$ cat src/rtl/rgb_to_yuv_decimation.sv
// Streams an interleaved RGB frame from SRAM, converts to YUV (Q16 fixed point) and writes
// Y plus 2:1 horizontally decimated U/V planes back. Build macro: CSD_CHROMA_FILTER_EN.
module rgb_to_yuv_decimation #(
    parameter int unsigned WIDTH    = 320,
    parameter int unsigned HEIGHT   = 240,
    parameter int unsigned Y_BASE   = 0,
    parameter int unsigned U_BASE   = 38400,
    parameter int unsigned V_BASE   = 57600,
    parameter int unsigned RGB_BASE = 146944
) (
    input  logic        Clock,
    input  logic        Reset,
    input  logic        CSD_en,
    input  logic [15:0] SRAM_read_data,
    output logic [17:0] SRAM_address_o,
    output logic [15:0] SRAM_write_data_o,
    output logic        SRAM_we_n_o,
    output logic        done,
    output logic [6:0]  CSD_x,
    output logic [7:0]  CSD_y
);

    localparam logic [6:0]  LAST_X     = 7'(WIDTH / 4 - 1);
    localparam logic [7:0]  LAST_Y     = 8'(HEIGHT - 1);
    localparam logic [17:0] Y_BASE_A   = 18'(Y_BASE);
    localparam logic [17:0] U_BASE_A   = 18'(U_BASE);
    localparam logic [17:0] V_BASE_A   = 18'(V_BASE);
    localparam logic [17:0] RGB_BASE_A = 18'(RGB_BASE);

    typedef enum logic [2:0] {StIdle, StLeadIn, StRun, StLeadOut, StDone} state_e;

    state_e      state_q, state_d;
    logic [3:0]  slot_q, slot_d;
    logic [6:0]  x_q, x_d;
    logic [7:0]  y_q, y_d;
    logic        done_q, done_d;
    logic [17:0] rgb_ptr_q, rgb_ptr_d;
    logic [17:0] y_ptr_q, y_ptr_d;
    logic [17:0] u_ptr_q, u_ptr_d;
    logic [17:0] v_ptr_q, v_ptr_d;
    logic [3:0]  tag_a_q, tag_b_q;
    logic [15:0] w_q [6];
    logic [15:0] y01_q, y23_q, u_q, v_q;
    logic [15:0] y01_d, y23_d, u_d, v_d;
    logic        rd_issue;
    logic        conv;
    logic        last_x;
    logic [7:0]  r [4];
    logic [7:0]  g [4];
    logic [7:0]  b [4];

    function automatic logic signed [31:0] sx(input logic [7:0] c);
        return $signed({24'd0, c});
    endfunction

    function automatic logic [7:0] clip8(input logic signed [31:0] v);
        if (v < 32'sd0) return 8'd0;
        if (v > 32'sd255) return 8'd255;
        return v[7:0];
    endfunction

    function automatic logic [7:0] y_of(input logic [7:0] cr, input logic [7:0] cg,
                                        input logic [7:0] cb);
        return clip8((32'sd16843 * sx(cr) + 32'sd33030 * sx(cg) + 32'sd6423 * sx(cb)
                      + 32'sd1081344) >>> 16);
    endfunction

    function automatic logic [7:0] u_of(input logic [7:0] cr, input logic [7:0] cg,
                                        input logic [7:0] cb);
        return clip8((32'sd28770 * sx(cb) - 32'sd9699 * sx(cr) - 32'sd19071 * sx(cg)
                      + 32'sd8421376) >>> 16);
    endfunction

    function automatic logic [7:0] v_of(input logic [7:0] cr, input logic [7:0] cg,
                                        input logic [7:0] cb);
        return clip8((32'sd28770 * sx(cr) - 32'sd24117 * sx(cg) - 32'sd4653 * sx(cb)
                      + 32'sd8421376) >>> 16);
    endfunction

`ifdef CSD_CHROMA_FILTER_EN
    function automatic logic [7:0] avg2(input logic [7:0] a, input logic [7:0] c);
        logic [8:0] s;
        s = {1'b0, a} + {1'b0, c} + 9'd1;
        return s[8:1];
    endfunction
`endif

    assign last_x = (x_q == LAST_X);
    assign done   = done_q;
    assign CSD_x  = x_q;
    assign CSD_y  = y_q;

    // Unpack the six buffered words into four pixels; pixel 2k sits in the high byte first.
    always_comb begin
        r[0] = w_q[0][15:8]; g[0] = w_q[0][7:0];  b[0] = w_q[1][15:8];
        r[1] = w_q[1][7:0];  g[1] = w_q[2][15:8]; b[1] = w_q[2][7:0];
        r[2] = w_q[3][15:8]; g[2] = w_q[3][7:0];  b[2] = w_q[4][15:8];
        r[3] = w_q[4][7:0];  g[3] = w_q[5][15:8]; b[3] = w_q[5][7:0];
        y01_d = {y_of(r[0], g[0], b[0]), y_of(r[1], g[1], b[1])};
        y23_d = {y_of(r[2], g[2], b[2]), y_of(r[3], g[3], b[3])};
`ifdef CSD_CHROMA_FILTER_EN
        u_d = {avg2(u_of(r[0], g[0], b[0]), u_of(r[1], g[1], b[1])),
               avg2(u_of(r[2], g[2], b[2]), u_of(r[3], g[3], b[3]))};
        v_d = {avg2(v_of(r[0], g[0], b[0]), v_of(r[1], g[1], b[1])),
               avg2(v_of(r[2], g[2], b[2]), v_of(r[3], g[3], b[3]))};
`else
        u_d = {u_of(r[0], g[0], b[0]), u_of(r[2], g[2], b[2])};
        v_d = {v_of(r[0], g[0], b[0]), v_of(r[2], g[2], b[2])};
`endif
    end

    // Reads for group g+1 are issued in group g's slots 0-5, so results are latched at the
    // group boundary (or slot 2 of a row's first group, after the lead-in data lands).
    always_comb begin
        state_d           = state_q;
        slot_d            = slot_q;
        x_d               = x_q;
        y_d               = y_q;
        done_d            = done_q;
        rgb_ptr_d         = rgb_ptr_q;
        y_ptr_d           = y_ptr_q;
        u_ptr_d           = u_ptr_q;
        v_ptr_d           = v_ptr_q;
        rd_issue          = 1'b0;
        conv              = 1'b0;
        SRAM_address_o    = 18'd0;
        SRAM_write_data_o = 16'd0;
        SRAM_we_n_o       = 1'b1;
        unique case (state_q)
            StIdle: begin
                if (CSD_en) begin
                    done_d    = 1'b0;
                    rgb_ptr_d = RGB_BASE_A;
                    y_ptr_d   = Y_BASE_A;
                    u_ptr_d   = U_BASE_A;
                    v_ptr_d   = V_BASE_A;
                    x_d       = 7'd0;
                    y_d       = 8'd0;
                    slot_d    = 4'd0;
                    state_d   = StLeadIn;
                end
            end
            StLeadIn: begin
                rd_issue       = 1'b1;
                SRAM_address_o = rgb_ptr_q;
                rgb_ptr_d      = rgb_ptr_q + 18'd1;
                if (slot_q == 4'd5) begin
                    slot_d  = 4'd0;
                    state_d = StRun;
                end else begin
                    slot_d = slot_q + 4'd1;
                end
            end
            StRun: begin
                slot_d = slot_q + 4'd1;
                if (slot_q < 4'd6 && !last_x) begin
                    rd_issue       = 1'b1;
                    SRAM_address_o = rgb_ptr_q;
                    rgb_ptr_d      = rgb_ptr_q + 18'd1;
                end
                if (slot_q == 4'd2 && x_q == 7'd0) conv = 1'b1;
                case (slot_q)
                    4'd6: begin
                        SRAM_we_n_o       = 1'b0;
                        SRAM_address_o    = y_ptr_q;
                        SRAM_write_data_o = y01_q;
                    end
                    4'd7: begin
                        SRAM_we_n_o       = 1'b0;
                        SRAM_address_o    = y_ptr_q + 18'd1;
                        SRAM_write_data_o = y23_q;
                        y_ptr_d           = y_ptr_q + 18'd2;
                    end
                    4'd8: begin
                        SRAM_we_n_o       = 1'b0;
                        SRAM_address_o    = u_ptr_q;
                        SRAM_write_data_o = u_q;
                        u_ptr_d           = u_ptr_q + 18'd1;
                    end
                    4'd9: begin
                        SRAM_we_n_o       = 1'b0;
                        SRAM_address_o    = v_ptr_q;
                        SRAM_write_data_o = v_q;
                        v_ptr_d           = v_ptr_q + 18'd1;
                        slot_d            = 4'd0;
                        if (last_x) begin
                            state_d = StLeadOut;
                        end else begin
                            x_d  = x_q + 7'd1;
                            conv = 1'b1;
                        end
                    end
                    default: ;
                endcase
            end
            StLeadOut: begin
                x_d    = 7'd0;
                slot_d = 4'd0;
                if (y_q < LAST_Y) begin
                    y_d     = y_q + 8'd1;
                    state_d = StLeadIn;
                end else begin
                    state_d = StDone;
                end
            end
            StDone: begin
                done_d  = 1'b1;
                state_d = StIdle;
            end
            default: state_d = StIdle;
        endcase
    end

    always_ff @(posedge Clock) begin
        if (Reset) begin
            state_q   <= StIdle;
            slot_q    <= 4'd0;
            x_q       <= 7'd0;
            y_q       <= 8'd0;
            done_q    <= 1'b0;
            rgb_ptr_q <= RGB_BASE_A;
            y_ptr_q   <= Y_BASE_A;
            u_ptr_q   <= U_BASE_A;
            v_ptr_q   <= V_BASE_A;
            tag_a_q   <= 4'd0;
            tag_b_q   <= 4'd0;
            for (int i = 0; i < 6; i++) w_q[i] <= 16'd0;
            y01_q     <= 16'd0;
            y23_q     <= 16'd0;
            u_q       <= 16'd0;
            v_q       <= 16'd0;
        end else begin
            state_q   <= state_d;
            slot_q    <= slot_d;
            x_q       <= x_d;
            y_q       <= y_d;
            done_q    <= done_d;
            rgb_ptr_q <= rgb_ptr_d;
            y_ptr_q   <= y_ptr_d;
            u_ptr_q   <= u_ptr_d;
            v_ptr_q   <= v_ptr_d;
            // Two-stage tag follows each read to the cycle its data is on the bus.
            tag_a_q   <= {rd_issue, slot_q[2:0]};
            tag_b_q   <= tag_a_q;
            if (tag_b_q[3]) begin
                for (int i = 0; i < 6; i++) begin
                    if (tag_b_q[2:0] == 3'(i)) w_q[i] <= SRAM_read_data;
                end
            end
            if (conv) begin
                y01_q <= y01_d;
                y23_q <= y23_d;
                u_q   <= u_d;
                v_q   <= v_d;
            end
        end
    end

endmodule

$ cat config.mk
export PLATFORM = sky130hd
export DESIGN_NAME = rgb_to_yuv_decimation
export DESIGN_NICKNAME = d
export VERILOG_FILES = /design/src/rtl/rgb_to_yuv_decimation.sv
export SDC_FILE = /design/constraint.sdc
export NUM_CORES = 2
export LEC_CHECK = 0
export CORE_UTILIZATION = 45
export DETAILED_ROUTE_END_ITERATION = 8
export PLACE_DENSITY = 0.71
export SYNTH_ARGS = -nofsm -noshare
export SYNTH_HDL_FRONTEND = slang
export SYNTH_SLANG_ARGS = --single-unit
$ cat constraint.sdc
create_clock -name Clock -period 9.4 [get_ports Clock]
set_clock_uncertainty 0.2 [all_clocks]
set_input_delay 1.41 -clock Clock [delete_from_list [all_inputs] [get_ports Clock]]
set_output_delay 1.41 -clock Clock [all_outputs]
set_load 0.005 [all_outputs]
==> key figures <==
STA
  • Fin. Hold Viols: 0
  • Fmax: 0.1107 GHz
  • Slew Viols, Final: 0
  • Final setup violating endpoints: 0
  • RSZ-0062 raised after global routing: true
  • Max-slew headroom: 0.1547
  • Least-Margin Pin Slew: 1.267 ns
  • Crit path time final: 9.034 ns
  • Setup TNS: 0 ns
  • Tcrit/Tclk final: 0.9611

Yosys
  • Post-Synthesis Mean Instance Area: 9.240 um2
  • #FFs+latches synth: around 260
  • Area of the mapped netlist: 57770 um2
  • Count leader, synth: inv_1
  • Synth warn: 0
  • Post-Syn Instances: 6252
  • Share of the synthesized area in the top cell type: 0.3069
  • Post-synth net total: 8353
  • Post-synthesis sequential area ratio: 0.1074
  • Post-synth top area cell: ha_1
  • Yosys cell types: 86
  • EDFF count, synth: 96
  • Top FF cell, synth: dfxtp_1
  • Async S/R FF share, synth: 0
  • Top cells by area, synth: ha_1, fa_1, inv_1
  • Top cells by count, synth: inv_1, ha_1, fa_1

CTS
  • Worst skew pair latency: 0.63 ns
  • Clock transition at path regs: ~0.06 ns
  • Num CTS Buffers: 31
  • CTS tree: done
  • CTS Root Cell: clkbuf_16
  • Hold_buf cts: 0
  • Clock sink count: 262
  • CTS H-Tree Depth: 1
  • Max Buffers Root-to-Sink: 3

Critical path
  • Most used cell, CP: ha_1
  • Crit path max-delay family: adder cells
  • WP buf/inv: 5
  • Crit path to: v_q[13]
  • Critical Path Sink Type: flop
  • Critical path depth in cells: 34
  • Worst R2R Setup Slack: 0.37 ns
  • CP max FO: 4
  • Crit path DAT: 9.31 ns
  • Launch point of the worst path: w_q[0][10]
  • CP Data Required Time: between 9 and 10 ns
  • CP max stage delay: 0.54 ns
  • Worst r2r path cells: 34
  • FF-to-FF Start: w_q[0][10]
  • FF-to-FF End: v_q[13]
  • Crit-path slowest cell: fa_1
  • Startpoint Class: flop
  • CP Class: reg2reg

Die
  • Initial Util: 0.4530
  • FP Rows: 131
  • # IOs: 70
  • Die ar.: 129800 um2
  • Core area: ~130000 um2
  • Die H: about 360 um
  • Die Wd: 360.3 um

Run status
  • Status: finished, final reports clean

Place
  • # port buffers: 69
  • DP HPWL: 136.1 mm
  • Routability Congestion: 0.9974

Cells and area
  • Layout cells sized above 1: 0.04071
  • Syn-to-layout area delta: 7.994%
  • Final nets: 8514

GRT
  • Gr ovfl total: 0
  • Antenna violations before repair: 2
  • Largest net degree at the start of global routing: 54
  • All-layer global routing usage: 0.2428
  • Vias in the first global route: ~44000
  • First-pass GRT wire length: 247.0 mm

Route
  • Iter 0 DRT Violations: 3075
  • Wire per inst: ~19 um
  • Routed Antenna Nets: 0
  • Total Routed Length: 157.4 mm
  • Vias per inst: between 5 and 6
  • Drt first pass iters: 9
  • DRC errors left: 0
  • Via count: 43490

Run
  • Max_cap viols: 0

Min path
  • Worst Hold Class: reg2reg
state kept, by name (all words and copies together) (netlist names), 4 cells and up:
name and cells:
CSD_x 7, CSD_y 8, rgb_ptr_q 18, slot_q 4
tag_a_q 4, tag_b_q 4, u_ptr_q 18, u_q 16
v_ptr_q 18, v_q 16, w_q 96, y01_q 16
y23_q 16, y_ptr_q 17
tightest hold or removal path, stage by stage (launching register included):
cell and delay [ns]:
dfxtp_1 0.31, nand2_1 0.05, nand2_1 0.04
routing by layer:
metal,share of wire,global-route usage,up-vias
li1,-,-,20930
met4,0.034,0.07173,0
met2,0.46,0.3997,1198
met5,0,0,-
met3,0.061,0.02857,232
met1,0.45,0.3331,21120
logic make-up after synthesis:
kind of cell | Yosys count | synth area share
xor gates and xnor gates | 359 | 0.05488
and+or+nand+nor | 1111 | 0.09352
adders and majority gates | 2082 | 0.5373
DFF | 262 | 0.1074
muxes | 15 | 0.002837
buffers and inverters | 1476 | 0.09597
AOI/OAI and AO/OA | 947 | 0.1080
per-stage QoR:
stage          setup slack [ns]  instance area, um2    util  std cells  hold WS [ns]
3_3_place_gp             0.3220               61120  0.4793       8030        0.2310
2_1_floorplan            0.5549               57770       -       6252        0.2138
4_1_cts                 0.03502               62160  0.4875       8086        0.2458
5_1_grt                -0.08205               62370  0.4891       8098        0.2645
6_report                 0.3658               62390  0.4892       8105        0.2509
3_5_place_dp             0.1131               61120  0.4793       8030        0.2331
worst min-delay path by stage:
stage	startpoint	end	slack, ns	cells after the start
2_1_floorplan	tag_a_q[0]	tag_b_q[0]	0.21	1
3_3_place_gp	v_q[10]	v_q[10]	0.23	2
5_1_grt	v_q[13]	v_q[13]	0.26	2
4_1_cts	v_q[10]	v_q[10]	0.25	2
6_report	v_q[10]	v_q[10]	0.25	2
3_5_place_dp	v_q[10]	v_q[10]	0.23	2
cell type report:
cell class / instances / area, um2
clock inverter: 18 / 145.1
multi-input combinational: 4514 / 46150
timing repair buffer: 186 / 1572
fill: 11790 / 65130
tap: 1662 / 2079
clock buffer: 38 / 894.6
antenna: 7 / 17.52
sequential: 262 / 6206
inverter: 1418 / 5326
placed cells by master, fill, tap and decap left out, types with 18 or more instances in the layout:
cell type,count
fa_1,665
ha_1,1416
clkdlybuf4s50_1,68
nor2b_1,37
nor2_1,324
nor3_1,86
dfxtp_1,166
o21bai_1,48
nand2b_1,54
buf_4,115
o211ai_1,38
a21oi_1,237
or3_1,30
o22ai_1,23
a31oi_1,30
nand3_1,80
inv_1,1417
clkbuf_16,33
nand2_1,231
edfxtp_1,96
and3_1,44
xor2_1,139
or2_2,18
and2_1,120
xnor2_1,217
o21a_1,42
a211oi_1,50
a21o_1,102
o21ai_0,187
a21boi_0,18
nand4_1,45
what timing repair did:
action | 4_1_cts | 5_1_grt
hold endpoints to repair | 0 | 0
endpoints found under the setup margin | 0 | 32
gates resized for setup | 0 | 28
buffers inserted | 0 | 12
Power is not shown: default switching activity piles up to over one toggle a cycle in this logic, so the estimate is an artifact.
